### src/rtl/axis_pkg.sv
// Shared types for the AXI-stream frame length policer: FSM state encoding
// and the per-frame status flags that travel with the frame length.
package axis_pkg;

  typedef enum logic [1:0] {
    ST_IDLE   = 2'd0,
    ST_ACTIVE = 2'd1,
    ST_DROP   = 2'd2
  } fsm_state_e;

  typedef struct packed {
    logic truncated;
    logic runt;
    logic bad;
  } status_flags_t;

  localparam status_flags_t FLAGS_CLEAR = 3'b000;

  // Assemble a status flag record from its individual conditions.
  function automatic status_flags_t make_flags(input logic truncated,
                                               input logic runt,
                                               input logic bad);
    status_flags_t f;
    f.truncated = truncated;
    f.runt      = runt;
    f.bad       = bad;
    return f;
  endfunction

endpackage

### src/rtl/axis_skid_reg.sv
// Registered valid/ready pass-through: one output register plus one skid
// entry, so the upstream ready is a flop and a stalled output never loses
// the beat that was in flight when ready dropped.
module axis_skid_reg #(
  parameter int unsigned WIDTH = 10
) (
  input  logic             clk,
  input  logic             rst_n,
  input  logic [WIDTH-1:0] in_data_i,
  input  logic             in_valid_i,
  output logic             in_ready_o,
  output logic [WIDTH-1:0] out_data_o,
  output logic             out_valid_o,
  input  logic             out_ready_i
);

  logic [WIDTH-1:0] out_data_q, out_data_d;
  logic             out_valid_q, out_valid_d;
  logic [WIDTH-1:0] skid_data_q, skid_data_d;
  logic             skid_valid_q, skid_valid_d;
  logic             ready_q;
  logic             push;

  // Next-state of output register and skid entry.
  always_comb begin
    out_data_d   = out_data_q;
    out_valid_d  = out_valid_q;
    skid_data_d  = skid_data_q;
    skid_valid_d = skid_valid_q;
    push         = in_valid_i & ready_q;
    if (!out_valid_q || out_ready_i) begin
      // Output slot frees this cycle: the oldest beat (skid first) moves in.
      if (skid_valid_q) begin
        out_data_d   = skid_data_q;
        out_valid_d  = 1'b1;
        skid_valid_d = 1'b0;
      end else if (push) begin
        out_data_d  = in_data_i;
        out_valid_d = 1'b1;
      end else begin
        out_valid_d = 1'b0;
      end
    end else begin
      // Output stalled: a beat accepted now parks in the skid entry.
      if (push) begin
        skid_data_d  = in_data_i;
        skid_valid_d = 1'b1;
      end else begin
        skid_valid_d = skid_valid_q;
      end
    end
  end

  // Pipeline registers; ready is registered as "skid entry will be empty".
  always_ff @(posedge clk) begin
    if (!rst_n) begin
      out_data_q   <= {WIDTH{1'b0}};
      out_valid_q  <= 1'b0;
      skid_data_q  <= {WIDTH{1'b0}};
      skid_valid_q <= 1'b0;
      ready_q      <= 1'b0;
    end else begin
      out_data_q   <= out_data_d;
      out_valid_q  <= out_valid_d;
      skid_data_q  <= skid_data_d;
      skid_valid_q <= skid_valid_d;
      ready_q      <= ~skid_valid_d;
    end
  end

  assign in_ready_o  = ready_q;
  assign out_data_o  = out_data_q;
  assign out_valid_o = out_valid_q;

endmodule

### src/rtl/axis_frame_len_check.sv
// AXI-stream frame length policer. Beats pass through a skid register while
// a beat counter tracks frame length; over-long frames are cut at MAX_LEN
// (forced tlast+tuser, remainder dropped), short frames are flagged, and a
// single-entry status slot reports each completed frame.
module axis_frame_len_check
  import axis_pkg::*;
#(
  parameter  int unsigned DATA_WIDTH = 8,
  parameter  int unsigned MIN_LEN    = 2,
  parameter  int unsigned MAX_LEN    = 16,
  localparam int unsigned LEN_WIDTH  = $clog2(MAX_LEN + 1)
) (
  input  logic                  clk,
  input  logic                  rst_n,
  input  logic [DATA_WIDTH-1:0] input_axis_tdata,
  input  logic                  input_axis_tvalid,
  output logic                  input_axis_tready,
  input  logic                  input_axis_tlast,
  input  logic                  input_axis_tuser,
  output logic [DATA_WIDTH-1:0] output_axis_tdata,
  output logic                  output_axis_tvalid,
  input  logic                  output_axis_tready,
  output logic                  output_axis_tlast,
  output logic                  output_axis_tuser,
  output logic                  status_valid,
  input  logic                  status_ready,
  output logic [LEN_WIDTH-1:0]  status_frame_len,
  output logic                  status_truncated,
  output logic                  status_runt,
  output logic                  status_bad
);

  localparam logic [LEN_WIDTH-1:0] ONE   = LEN_WIDTH'(1);
  localparam logic [LEN_WIDTH-1:0] MIN_L = LEN_WIDTH'(MIN_LEN);
  localparam logic [LEN_WIDTH-1:0] MAX_L = LEN_WIDTH'(MAX_LEN);

  typedef struct packed {
    logic [LEN_WIDTH-1:0] len;
    status_flags_t        flags;
  } status_t;

  fsm_state_e           state_q, state_d;
  logic [LEN_WIDTH-1:0] cnt_q, cnt_d;
  status_t              status_q, status_d;
  logic                 status_valid_q, status_valid_d;

  logic                 in_drop, hit_max, frame_end, status_blocked;
  logic                 accept, trunc_beat, is_runt, fwd_last, fwd_user;
  logic [LEN_WIDTH-1:0] cnt_inc;
  logic                 skid_ready;
  logic [DATA_WIDTH+1:0] skid_out;

  // Beat classification and upstream ready (frame-ending beats wait for the status slot).
  always_comb begin
    in_drop        = (state_q == ST_DROP);
    cnt_inc        = (state_q == ST_IDLE) ? ONE : (cnt_q + ONE);
    hit_max        = ~in_drop & (cnt_inc == MAX_L);
    frame_end      = input_axis_tlast | hit_max;
    status_blocked = status_valid_q & ~status_ready;
    input_axis_tready = rst_n & ~(frame_end & status_blocked) & (in_drop | skid_ready);
    accept         = input_axis_tvalid & input_axis_tready;
    trunc_beat     = hit_max & ~input_axis_tlast;
    is_runt        = (cnt_inc < MIN_L);
    fwd_last       = input_axis_tlast | trunc_beat;
    fwd_user       = fwd_last ? (input_axis_tuser | is_runt | trunc_beat) : input_axis_tuser;
  end

  // Frame FSM, beat counter and status slot next-state.
  always_comb begin
    state_d        = state_q;
    cnt_d          = cnt_q;
    status_d       = status_q;
    status_valid_d = status_valid_q & ~status_ready;
    case (state_q)
      ST_IDLE, ST_ACTIVE: begin
        if (accept) begin
          cnt_d = cnt_inc;
          if (input_axis_tlast) begin
            state_d        = ST_IDLE;
            status_d.len   = cnt_inc;
            status_d.flags = make_flags(1'b0, is_runt, input_axis_tuser);
            status_valid_d = 1'b1;
          end else if (hit_max) begin
            state_d = ST_DROP;
          end else begin
            state_d = ST_ACTIVE;
          end
        end else begin
          state_d = state_q;
        end
      end
      ST_DROP: begin
        if (accept && input_axis_tlast) begin
          state_d        = ST_IDLE;
          status_d.len   = MAX_L;
          status_d.flags = make_flags(1'b1, 1'b0, input_axis_tuser);
          status_valid_d = 1'b1;
        end else begin
          state_d = ST_DROP;
        end
      end
      default: begin
        state_d = ST_IDLE;
      end
    endcase
  end

  // State, counter and status slot registers.
  always_ff @(posedge clk) begin
    if (!rst_n) begin
      state_q        <= ST_IDLE;
      cnt_q          <= {LEN_WIDTH{1'b0}};
      status_q.len   <= {LEN_WIDTH{1'b0}};
      status_q.flags <= FLAGS_CLEAR;
      status_valid_q <= 1'b0;
    end else begin
      state_q        <= state_d;
      cnt_q          <= cnt_d;
      status_q       <= status_d;
      status_valid_q <= status_valid_d;
    end
  end

  axis_skid_reg #(
    .WIDTH (DATA_WIDTH + 2)
  ) u_skid (
    .clk         (clk),
    .rst_n       (rst_n),
    .in_data_i   ({fwd_user, fwd_last, input_axis_tdata}),
    .in_valid_i  (accept & ~in_drop),
    .in_ready_o  (skid_ready),
    .out_data_o  (skid_out),
    .out_valid_o (output_axis_tvalid),
    .out_ready_i (output_axis_tready)
  );

  assign output_axis_tdata = skid_out[DATA_WIDTH-1:0];
  assign output_axis_tlast = skid_out[DATA_WIDTH];
  assign output_axis_tuser = skid_out[DATA_WIDTH+1];

  assign status_valid     = status_valid_q;
  assign status_frame_len = status_q.len;
  assign status_truncated = status_q.flags.truncated;
  assign status_runt      = status_q.flags.runt;
  assign status_bad       = status_q.flags.bad;

endmodule
### config.mk
export PLATFORM = sky130hd
export DESIGN_NAME = axis_frame_len_check
export DESIGN_NICKNAME = d
export VERILOG_FILES = /design/src/rtl/axis_pkg.sv /design/src/rtl/axis_skid_reg.sv /design/src/rtl/axis_frame_len_check.sv
export SDC_FILE = /design/constraint.sdc
export NUM_CORES = 1
export LEC_CHECK = 0
export BUFFER_PORTS_ARGS = -buffer_cell sky130_fd_sc_hd__clkbuf_2
export CAP_MARGIN = 15
export CORE_MARGIN = 2
export CORE_UTILIZATION = 59
export DETAILED_ROUTE_END_ITERATION = 10
export PLACE_DENSITY = 0.93
export SLEW_MARGIN = 15
export SYNTH_ARGS = -nofsm -noshare
export SYNTH_HDL_FRONTEND = slang
export SYNTH_SLANG_ARGS = --single-unit
### constraint.sdc
create_clock -name clk -period 3.7 [get_ports clk]
set_input_delay 0.37 -clock clk [delete_from_list [all_inputs] [get_ports clk]]
set_output_delay 0.37 -clock clk [all_outputs]
set_load 0.01 [all_outputs]
Yosys cells after proc, flatten, opt, wreduce, memory -nomap -nowiden
Index checks and enable logic that the tools add are counted.

word-level totals
  output and inout bits = 21
  flip-flop bits (word level) = 39
  bits of input ports = 15

cells by class
  equality and inequality tests = 6
  reductions and logical operators = 11
  bitwise operators = 20
  mux-type cells = 21
  magnitude comparators = 1
  $add $sub $neg = 1

operators with widths
  cell                                                                      number
  8-bit 2-to-1 mux                                                          3
  10-bit 2-to-1 mux                                                         2
  8-bit one-hot mux with 2 select lines                                     1
  1-bit AND                                                                 9
  1-bit 2-to-1 mux                                                          8
  2-bit 2-to-1 mux                                                          4
  1-bit NOT                                                                 6
  2-bit AND reduction                                                       3
  5-bit by 1-bit adder with 5-bit output (second input constant)            1
  5-bit equality test (second input constant)                               1
  5-bit by 2-bit < comparator with 1-bit output (second input constant)     1
  5-bit 2-to-1 mux                                                          1
  1-bit bitwise OR                                                          5
  2-bit inequality test (second input constant)                             2
  2-bit one-hot mux with 2 select lines                                     1
  4-bit AND reduction                                                       1
  2-bit nonzero test                                                        2
  2-bit by 1-bit equality test with 1-bit output (second input constant)    1
  2-bit equality test (second input constant)                               1
  2-bit logical NOT                                                         1
  2-bit by 1-bit inequality test with 1-bit output (second input constant)  1
  1-bit one-hot mux with 2 select lines                                     1
  2-bit OR reduction                                                        1
  1-bit logical AND                                                         1
  other kinds (2)                                                           2

Depth between registers and ports, before layout
  word-level depth = 15
  depth in mapped cells = 8
  depth with buffers taken out = 7

Hierarchy
A second synthesis with hierarchy kept.

second synthesis, totals
  cells, all modules = 202
  area, all modules = 1,894.3 um2

modules (own cells, without submodules)
  module                area each (um2)  seq. area each (um2)  instances  cells each
  axis_skid_reg         970.9            460.4                 1          99
  axis_frame_len_check  923.4            320.3                 1          103

Least setup slack after synthesis
OpenSTA, ideal clock, no wires.

  kind = register -> register
  from = register cnt_q[0]
  to = register u_skid.out_data_q[0] (netlist: u_skid.out_data_o[0])
  slack = 1.513 ns
  period minus slack after synthesis = 2.187 ns
  stages on the path, launching flop included = 9
  arrival time = 2.069 ns
  cell sequence = dfxtp_1 > ha_1 > and3b_1 > a31oi_2 > o31ai_4 > a21oi_2 > o21a_1 > buf_6 > o221a_1

between the ends
  word-level cells in the longest chain between the ends = 14

ends and longest elaborated chain
  what                                    line                         source
  start, declared                         axis_frame_len_check.sv:43   logic [LEN_WIDTH-1:0] cnt_q, cnt_d;
  start signal, assigned                  axis_frame_len_check.sv:112  cnt_q <= {LEN_WIDTH{1'b0}};
  start signal, assigned                  axis_frame_len_check.sv:118  cnt_q <= cnt_d;
  5-bit by 1-bit adder with 5-bit output  axis_frame_len_check.sv:56   cnt_inc = (state_q == ST_IDLE) ? ONE : (cnt_q + ONE);
  5-bit 2-to-1 mux                        axis_frame_len_check.sv:56
  5-bit equality test                     axis_frame_len_check.sv:57   hit_max = ~in_drop & (cnt_inc == MAX_L);
  1-bit AND                               axis_frame_len_check.sv:57
  1-bit bitwise OR                        axis_frame_len_check.sv:58   frame_end = input_axis_tlast | hit_max;
  1-bit AND                               axis_frame_len_check.sv:60   input_axis_tready = rst_n & ~(frame_end & status_blocked) & (in_drop | skid_ready);
  1-bit NOT                               axis_frame_len_check.sv:60
  1-bit AND (2 in series)                 axis_frame_len_check.sv:60
  1-bit AND                               axis_frame_len_check.sv:61   accept = input_axis_tvalid & input_axis_tready;
  1-bit AND                               axis_frame_len_check.sv:130  .in_valid_i (accept & ~in_drop),
  1-bit AND                               axis_skid_reg.sv:30          push = in_valid_i & ready_q;
  2-bit nonzero test (no line)            n/a
  2-bit AND reduction (no line)           n/a
  end signal, assigned                    axis_skid_reg.sv:57          out_data_q <= {WIDTH{1'b0}};
  end signal, assigned                    axis_skid_reg.sv:63          out_data_q <= out_data_d;
  end, declared                           axis_skid_reg.sv:17          logic [WIDTH-1:0] out_data_q, out_data_d;

Every way passes these cells.
A chain may end at the register's enable or synchronous reset.

Worst setup path in the final report
  from = register cnt_q[0]
  to = output input_axis_tready

between the ends
  word-level cells in the longest chain between the ends = 9

ends and longest elaborated chain
  what                                    line                        source
  5-bit by 1-bit adder with 5-bit output  axis_frame_len_check.sv:56
  5-bit 2-to-1 mux                        axis_frame_len_check.sv:56
  5-bit equality test                     axis_frame_len_check.sv:57
  1-bit AND                               axis_frame_len_check.sv:57
  1-bit bitwise OR                        axis_frame_len_check.sv:58
  1-bit AND                               axis_frame_len_check.sv:60
  1-bit NOT                               axis_frame_len_check.sv:60
  1-bit AND (2 in series)                 axis_frame_len_check.sv:60
  end, declared                           axis_frame_len_check.sv:17  output logic input_axis_tready,

Every way passes these cells.

==> impl_results.md <==
- Post-synthesis average cell area: 9.72 um2
- Fill count: ~250
- Initial antenna violation count: 0
- Synth area leaders: dfxtp_1 41%, mux2i_1 11%, nor2b_1 5.9%, o221a_1 4.7%, nand2_1 3.2%
- Critical Path Source: cnt_q[0]$_SDFFE_PN0P_
- Initial Utilization: between 60% and 70%
- Main flop type after synthesis: dfxtp_1
- Count of cell types in the netlist: 46
- First-pass iteration count of the detailed router: 5
- Resized Gates After CTS: 0
- Grt ovf: 0
- LEAKAGE: approximately 0.79 nW
- Hold Path Origin: input_axis_tdata[4]
- Critical Path End Type: output pin
- Drt total wl: 3.88 mm
- Nets: 240
- Sequential fraction of the synthesis area: between 40 and 50%
- Worst skew pair latency: 350 ps
- Register clock-pin slew on the reported worst setup and hold paths: around 110 ps
- Share of the synthesized area in the top cell type: 41.0%
- Total track usage: 23.2%
- Reg area: 781 um2
- Via/cell ratio: just under 6
- Mapped Cells: between 150 and 200
- Peak VDD IR: around 0.28 mV
- Async set or reset register ratio after synthesis: 0%
- Port Buf Inserts: 35
- Die Ht: around 60 um
- Setup TNS: 0 ps
- Global-route wire length before repair: 6.19 mm
- Worst reg2reg path startpoint: cnt_q[0]$_SDFFE_PN0P_
- Max Fclk: about 370 MHz
- Yosys warnings: 0
- DRC viols: 0
- Endpoints failing setup: 0
- Per-cell routed wire length: between 10 and 15 um
- Root buf cell: clkbuf_4
- CTS tree: yes
- Status: completed
- Number of H-tree levels: 2
- Commonest non-fill, non-tap cell in the layout: dfxtp_1
- Design area: between 2000 and 2500 um2
- Layout cell share with drive strength beyond 1: a little under a quarter
- Setup CP Type: flip-flop to output pin
- #FFs+latches synth: 39
- Max cap viols: 0
- Largest net degree at the start of global routing: 44
- Post-synth EDFFs: 0
- Period utilization: 72.4%
- Worst EP arrival: around 2300 ps
- Post-Synthesis Cell Area: 1900 um2
- Multi-input combinational cell area: 1040 um2
- Commonest non-fill, non-tap cells in the layout: 39 x dfxtp_1, 35 x clkbuf_2, 20 x mux2i_1
- DIE WIDTH: a little over 60 um
- Startpoint Class: flip-flop
- Yosys top cell by area: dfxtp_1
- Type of the worst min-delay path: input port to flip-flop
- Clk buf depth: 2
- Core ar.: between 3000 and 4000 um2
- Synthesized net count: around 210
- Post-layout min period: 2680 ps
- ANT nets after route: 0
- Gp weighted congestion: about 0.81
- Detailed placement HPWL: around 2.8 mm
- Fin Clk Skew: between 7 and 8 ps
- Post-CTS Setup Repair Bufs: 0
- Via count: roughly 1.6k
- Hold buffer count at CTS: 0
- Fin. Hold Viols: 0
- Worst-Margin Slew: between 700 and 800 ps
- Drt initial violations: 70
- Crit-path max FO: 8
- Post-place instance area: slightly above 2000 um2
- RSZ-0062 raised after global routing: no
- CTS Buf Count: 5
- Area grow syn2layout: 11.6%
- # rows: 20
- # diodes: 0
- Final Max Tran Viols: 0
- Top Ports: 36
- Power density of the placed cells: about 330 nW/um2
- Worst Path Required: about 3300 ps
- Die area: around 3700 um2
- Sink Count: 39
- Vias in the first global route: 1269
- Slew margin rel.: a little over half
==> metal layers <==
| layer | track usage [%] | share of wire [%] | vias up |
|---|---|---|---|
| met2 | 31.8 | 44 | 69 |
| met3 | 6.18 | 7.8 | 15 |
| met5 | 0 | 0 | - |
| met4 | 11.2 | 2.4 | 0 |
| met1 | 33.6 | 46 | 735 |
| li1 | - | - | 768 |
==> worst max-delay path, stage by stage, from the launching register on <==
cell,delay (ps)
dfxtp_1,450
ha_1,340
nand3_2,140
xor2_1,210
o31ai_4,490
a21oi_1,160
clkbuf_2,170
==> worst paths after layout <==
path | slack, ps | end | depth (start not counted)
min reg2reg | 480 | u_skid.out_data_o[8]$_SDFFE_PN0P_ | 2
min | 290 | u_skid.skid_data_q[4]$_SDFFE_PN0P_ | 3
max reg2reg | 1050 | u_skid.out_data_o[3]$_SDFFE_PN0P_ | 7
max | 1020 | input_axis_tready | 6
==> cells in the mapped netlist, types with 2 or more instances <==
library cell  number
inv_1              2
and3b_1            3
xnor2_1            3
nand2_1           16
mux2i_1           20
nand4_1            3
o31ai_1            2
a21boi_1           2
nor3b_1            2
clkbuf_1           9
o21a_1             2
a22oi_1            5
o211a_1            2
nor2b_1           18
nand3_1            4
a21boi_0           4
nor3_1             2
dfxtp_1           39
o221a_1            8
nand2b_1           4
nand3b_1           4
a21oi_1            4
nor2_1             8
buf_2              3
o21ai_0            6
==> kinds of logic (layout without fill, tap and decap cells) <==
group	Yosys count	after routing	synth area share (%)
muxes	20	20	10.5
AOI/OAI and AO/OA	48	48	22.1
buffers and inverters	17	46	4.14
DFF	39	39	41.0
adders and majority gates	1	1	0.657
and+or+nand+nor	67	67	19.8
xor gates and xnor gates	4	4	1.84
==> area by class of cell <==
cell class / instances / area share [%]
inverter: 2 / 0.353
sequential: 39 / 36.7
multi-input combinational: 140 / 49.2
clock buffer: 6 / 1.94
timing repair buffer: 36 / 8.60
clock inverter: 2 / 0.589
tap: 44 / 2.59
==> flip-flops by register name, indices dropped and copies added, names as in the netlist <==
name and count:
cnt_q 5, state_q 2, status_bad 1, status_frame_len 5, status_runt 1, status_truncated 1, status_valid 1, u_skid.in_ready_o 1
u_skid.out_data_o 10, u_skid.out_valid_o 1, u_skid.skid_data_q 10, u_skid.skid_valid_q 1
==> stage by stage <==
stage	utilization (%)	std cells	setup WS, ps	hold slack [ps]	power (mW)
global placement	67.8	261	1250	453	0.503
finish	69.6	269	1020	287	0.706
global route	69.6	269	812	278	0.737
detailed placement	67.8	261	1090	453	0.506
floorplan	-	196	1510	463	0.482
CTS	69.6	269	1050	281	0.710
==> report_power, final <==
part           leakage, nW  switching [mW]  internal, mW
clock               0.0282           0.136        0.0732
combinational        0.444          0.0351        0.0281
sequential           0.316         0.00634         0.427
No activity file was read; power rests on OpenSTA's default activity.
